### config.mk
export PLATFORM = sky130hd
export DESIGN_NAME = uart_tx_arbiter
export DESIGN_NICKNAME = d
export VERILOG_FILES = /design/src/rtl/uart_tx_arbiter.sv
export SDC_FILE = /design/constraint.sdc
export NUM_CORES = 1
export LEC_CHECK = 0
export ABC_AREA = 1
export CAP_MARGIN = 20
export CORE_MARGIN = 2
export CORE_UTILIZATION = 55
export CTS_CLUSTER_DIAMETER = 80
export DETAILED_ROUTE_END_ITERATION = 16
export DONT_BUFFER_PORTS = 1
export MAX_ROUTING_LAYER = met4
export PLACE_DENSITY = 0.7
export RECOVER_POWER = 25
export SYNTH_ARGS = -nofsm -noshare
export SYNTH_HDL_FRONTEND = slang
export SYNTH_SLANG_ARGS = --single-unit
export TNS_END_PERCENT = 10
### constraint.sdc
create_clock -name clk_uart -period 5.3 [get_ports clk_uart]
set_clock_uncertainty 0.1 [all_clocks]
set_input_delay 0.795 -clock clk_uart [delete_from_list [all_inputs] [get_ports clk_uart]]
set_output_delay 0.795 -clock clk_uart [all_outputs]
set_load 0.03 [all_outputs]
### src/rtl/uart_tx_arbiter.sv
// Round-robin arbiter sharing one UART transmitter among NUM_REQ byte sources.
// Define UART_ARB_WDOG_EN to add a watchdog that aborts stuck frames and raises a sticky err.
module uart_tx_arbiter #(
  parameter int NUM_REQ     = 4,
  parameter int ID_W        = 2,
  parameter int WDOG_CYCLES = 4096
) (
  input  logic                   clk_uart,
  input  logic                   clrn,
  input  logic [NUM_REQ-1:0]     req,
  input  logic [8*NUM_REQ-1:0]   req_data,
  output logic [NUM_REQ-1:0]     ack,
  output logic [7:0]             tx_d_in,
  output logic                   tx_send,
  input  logic                   tx_sending,
  output logic [ID_W-1:0]        grant_id,
  output logic                   busy,
  input  logic                   err_clr,
  output logic                   err
);

  localparam int IW = ID_W + 1;

  typedef enum logic [1:0] {
    IDLE       = 2'd0,
    WAIT_START = 2'd1,
    WAIT_DONE  = 2'd2
  } state_t;

  state_t             state_reg, state_next;
  logic [ID_W-1:0]    last_reg, last_next;
  logic [NUM_REQ-1:0] ack_next;
  logic [7:0]         d_next;
  logic               send_next;
  logic [ID_W-1:0]    gid_next;

  logic [7:0]         src_byte [NUM_REQ];
  logic [NUM_REQ-1:0] hit;
  logic [IW-1:0]      shamt;
  logic [IW-1:0]      win_idx;
  logic [ID_W-1:0]    win_id;
  logic               win_found;
  logic               trip;

  generate
    for (genvar gi = 0; gi < NUM_REQ; gi++) begin : g_src
      assign src_byte[gi] = req_data[8*gi +: 8];
    end
  endgenerate

  // Rotate requests so bit k is the source k+1 places after the last winner.
  assign shamt = {1'b0, last_reg} + IW'(1);
  assign hit   = NUM_REQ'({req, req} >> shamt);

  always_comb begin
    win_found = 1'b0;
    win_idx   = '0;
    for (int k = NUM_REQ - 1; k >= 0; k--) begin
      if (hit[k]) begin
        win_found = 1'b1;
        win_idx   = shamt + IW'(k);
      end
    end
    if (win_idx >= IW'(NUM_REQ)) begin
      win_idx = win_idx - IW'(NUM_REQ);
    end
    win_id = win_idx[ID_W-1:0];
  end

  always_comb begin
    state_next = state_reg;
    last_next  = last_reg;
    ack_next   = '0;
    send_next  = 1'b0;
    d_next     = tx_d_in;
    gid_next   = grant_id;
    case (state_reg)
      IDLE: begin
        if (win_found) begin
          state_next = WAIT_START;
          last_next  = win_id;
          gid_next   = win_id;
          d_next     = src_byte[win_id];
          ack_next   = NUM_REQ'(1) << win_id;
          send_next  = 1'b1;
        end
      end
      WAIT_START: begin
        if (tx_sending) begin
          state_next = WAIT_DONE;
        end
      end
      WAIT_DONE: begin
        if (!tx_sending) begin
          state_next = IDLE;
        end
      end
      default: state_next = IDLE;
    endcase
    if (trip) begin
      state_next = IDLE;
    end
  end

  always_ff @(posedge clk_uart or negedge clrn) begin
    if (!clrn) begin
      state_reg <= IDLE;
      last_reg  <= ID_W'(NUM_REQ - 1);
      ack       <= '0;
      tx_send   <= 1'b0;
      tx_d_in   <= 8'h00;
      grant_id  <= '0;
    end else begin
      state_reg <= state_next;
      last_reg  <= last_next;
      ack       <= ack_next;
      tx_send   <= send_next;
      tx_d_in   <= d_next;
      grant_id  <= gid_next;
    end
  end

  assign busy = (state_reg != IDLE);

`ifdef UART_ARB_WDOG_EN
  localparam int WDOG_W = $clog2(WDOG_CYCLES) + 1;

  logic [WDOG_W-1:0] wdog_reg, wdog_next;
  logic              err_reg, err_next;

  assign trip = (state_reg != IDLE) && (wdog_reg == WDOG_W'(WDOG_CYCLES - 1));

  // Counter restarts on every state change; a trip beats a same-cycle err_clr.
  always_comb begin
    wdog_next = '0;
    if ((state_next == state_reg) && (state_reg != IDLE)) begin
      wdog_next = wdog_reg + WDOG_W'(1);
    end
    err_next = err_reg;
    if (trip) begin
      err_next = 1'b1;
    end else if (err_clr) begin
      err_next = 1'b0;
    end
  end

  always_ff @(posedge clk_uart or negedge clrn) begin
    if (!clrn) begin
      wdog_reg <= '0;
      err_reg  <= 1'b0;
    end else begin
      wdog_reg <= wdog_next;
      err_reg  <= err_next;
    end
  end

  assign err = err_reg;
`else
  logic unused_cfg;

  assign trip       = 1'b0;
  assign err        = 1'b0;
  assign unused_cfg = err_clr ^ (WDOG_CYCLES == 0);
`endif

endmodule
==> results_dict.tcl <==
set metrics [dict create \
    status "completed" \
    path_cells "inv_2, nand2_1, nand3_1, nand2_2, nand2_1, inv_1, nand2_1, nand3_1, inv_1, nand3_1, nand2_1, nand2_1, nand2_1" \
    drive_gt1_frac 0.0887 \
    ctsRootBufferMaster "clkbuf_4" \
    grtUsageTotal 0.251 \
    grt_pass1_wl_mm 4.95 \
    cts_tree "yes" \
    nets 244 \
    cts_resized 0 \
    cp_num_buf_inv 3 \
    yosys.area.top_type "dfrtp_1" \
    largest_reg_flops 8 \
    top_regs "tx_d_in (8), ack (4)" \
    power_leakage_nw 0.835 \
    ys_types 22 \
    async_reset_ff_frac 1.00 \
    placed_cells 227 \
    diodes 0 \
    timing.fmax_mhz 401 \
    clk_latency_ps 290 \
    synth_common_cells "71 x nand2_1, 42 x inv_1, 41 x nand3_1, 17 x dfrtp_1, 7 x nor2_1" \
    crit_required_ps 5390 \
    ys_top_cells_by_area "dfrtp_1 32%, nand2_1 20%, nand3_1 16%" \
    r2r_cells 13 \
    avgSynthCellArea_um2 6.34 \
    start_util 0.588 \
    cts_buffers 3 \
    stdcell_count 231 \
    crit_path_frequent_cell "nand2_1" \
    vias 1235 \
    hp-class "in -> async" \
    grt_max_degree 20 \
    ys.flop_type "dfrtp_1" \
    numPortBuffers 0 \
    synth-edff-count 0 \
    endpoint "tx_d_in[3]" \
    multi_input_area_um2 617 \
    routed_via_density 5.35 \
    overflow 0 \
    nFillCells 231 \
    seqCellArea_um2 478 \
    crit_start "last_reg[0]" \
    reg2reg_to "tx_d_in[3]" \
    netlist_area_mm2 0.00131 \
    hold_violations 0 \
    irDropWorstVdd_mv 0.424 \
    cp_top_family "simple AND/OR/NAND/NOR gates" \
    chipHeight_um 52.9 \
    cts_num_sinks 19 \
    cap_viol_max_count 0 \
    yosysSeqAreaShare 0.364 \
    antenna_left 0 \
    synth_nets 247 \
    cp_slowest_stage_delay_ps 620 \
    yosysTopAreaCellShare 0.324 \
    start_kind "flop" \
    timing.rr.start "last_reg[0]" \
    grt_pass1_vias 1191 \
    cts_buffer_depth 2 \
    antenna_found_initial 0 \
    cpMaxStageDelayCell "dfstp_2" \
    fin_crit_sh 0.470 \
    area_growth_pct 1.05 \
    postCtsHoldBufs 0 \
    grt_setup_unrepaired "false" \
    totalWireLength_mm 2.92 \
    ys_seq_elements 19 \
    yosysWarnings 0 \
    fin_crit_ps 2490 \
    criticalPathCategory "reg -> reg" \
    core_mm2 0.00223 \
    drc 0 \
    drtPass1Iterations 4 \
    rows 17 \
    dp_hpwl_mm 2.19 \
    post-synth-top-count-cell "nand2_1" \
    reg2reg_slack_ps 2810 \
    gp_congestion 0.784 \
    cp_max_fo 11 \
    clkTransAtPathRegs_ps 110 \
    tns_ps 0 \
    worstPathArrival_ps 2580 \
    post_cts_buffers 0 \
    die_w_um 52.9 \
    cp_num_cells 13 \
    wire_per_inst_um 12.6 \
    drt_iter0_markers 38 \
    syn-instance-count 207 \
    top_register "tx_d_in" \
    slew_violations 0 \
    power_density_mw_per_mm2 835 \
    io_pins 57 \
    cp-end-kind "flop" \
    cts_max_level 1 \
    setup_violations 0 \
    dieArea_mm2 0.00279 \
]
[area by class of cell]
class / count / area share
multi-input combinational: 135 / 0.465
sequential: 19 / 0.360
inverter: 45 / 0.127
clock inverter: 1 / 0.00377
tap: 28 / 0.0264
clock buffer: 3 / 0.0170
[cells in the final DEF (no fill, tap or decap)]
cell type | Yosys | routed
clkinv_2 | 0 | 1
nand2_4 | 1 | 1
o21ai_0 | 1 | 1
o21ai_2 | 1 | 1
conb_1 | 1 | 1
xor2_1 | 1 | 1
inv_2 | 3 | 3
nor2_1 | 7 | 7
o31ai_1 | 1 | 1
nand3_4 | 1 | 1
dfrtp_1 | 17 | 17
nand2_1 | 71 | 71
nand3_1 | 41 | 41
or2_2 | 1 | 1
clkbuf_4 | 0 | 3
inv_1 | 42 | 42
nand3_2 | 1 | 1
a21oi_1 | 2 | 2
o21ai_1 | 1 | 1
dfstp_2 | 2 | 2
nand2_2 | 4 | 4
[worst min path at each step]
stage,from,endpoint,slack (ps),cells past startpoint
6_report,clrn,ack[3],80,0
3_3_place_gp,state_reg[1],state_reg[1],350,1
3_5_place_dp,state_reg[1],state_reg[1],370,1
2_1_floorplan,state_reg[1],state_reg[1],340,1
5_1_grt,clrn,ack[3],50,0
4_1_cts,clrn,ack[3],70,0
[kinds of logic after synthesis]
kind of cell / Yosys count / synth area share
AOI/OAI and AO/OA: 6 / 0.0276
other: 1 / 0.00286
DFF: 19 / 0.364
buffers and inverters: 53 / 0.166
and+or+nand+nor: 127 / 0.433
xor gates and xnor gates: 1 / 0.00667
[per-layer routing]
| metal | routed length, µm | vias up | GRT usage | share of wire |
|---|---|---|---|---|
| li1 | - | 610 | - | - |
| met1 | 1170 | 570 | 0.298 | 0.40 |
| met2 | 1550 | 51 | 0.425 | 0.53 |
| met3 | 168 | 4 | 0.0480 | 0.058 |
| met4 | 32 | 0 | 0.0897 | 0.011 |
| met5 | 0 | - | - | 0 |
[through the flow]
stage	utilization	worst slack (ps)	total power (W)	instance area, µm²	hold slack (ps)
after global placement	0.582	2810	0.00101	1300	353
after CTS	0.594	2850	0.00111	1330	71.2
final	0.594	2810	0.00111	1330	77.8
after detailed placement	0.582	2740	0.00104	1300	371
after global routing	0.594	2570	0.00124	1330	46.5
after floorplan	-	3280	0.000934	1310	337
[power by group]
group | total (W) | switching [W] | internal (W)
clock network | 0.0000721 | 0.0000440 | 0.0000281
registers | 0.000360 | 0.000142 | 0.000218
logic | 0.000676 | 0.000472 | 0.000204
total | 0.00111 | 0.000657 | 0.000450
Power figures use the tool's default switching activity.
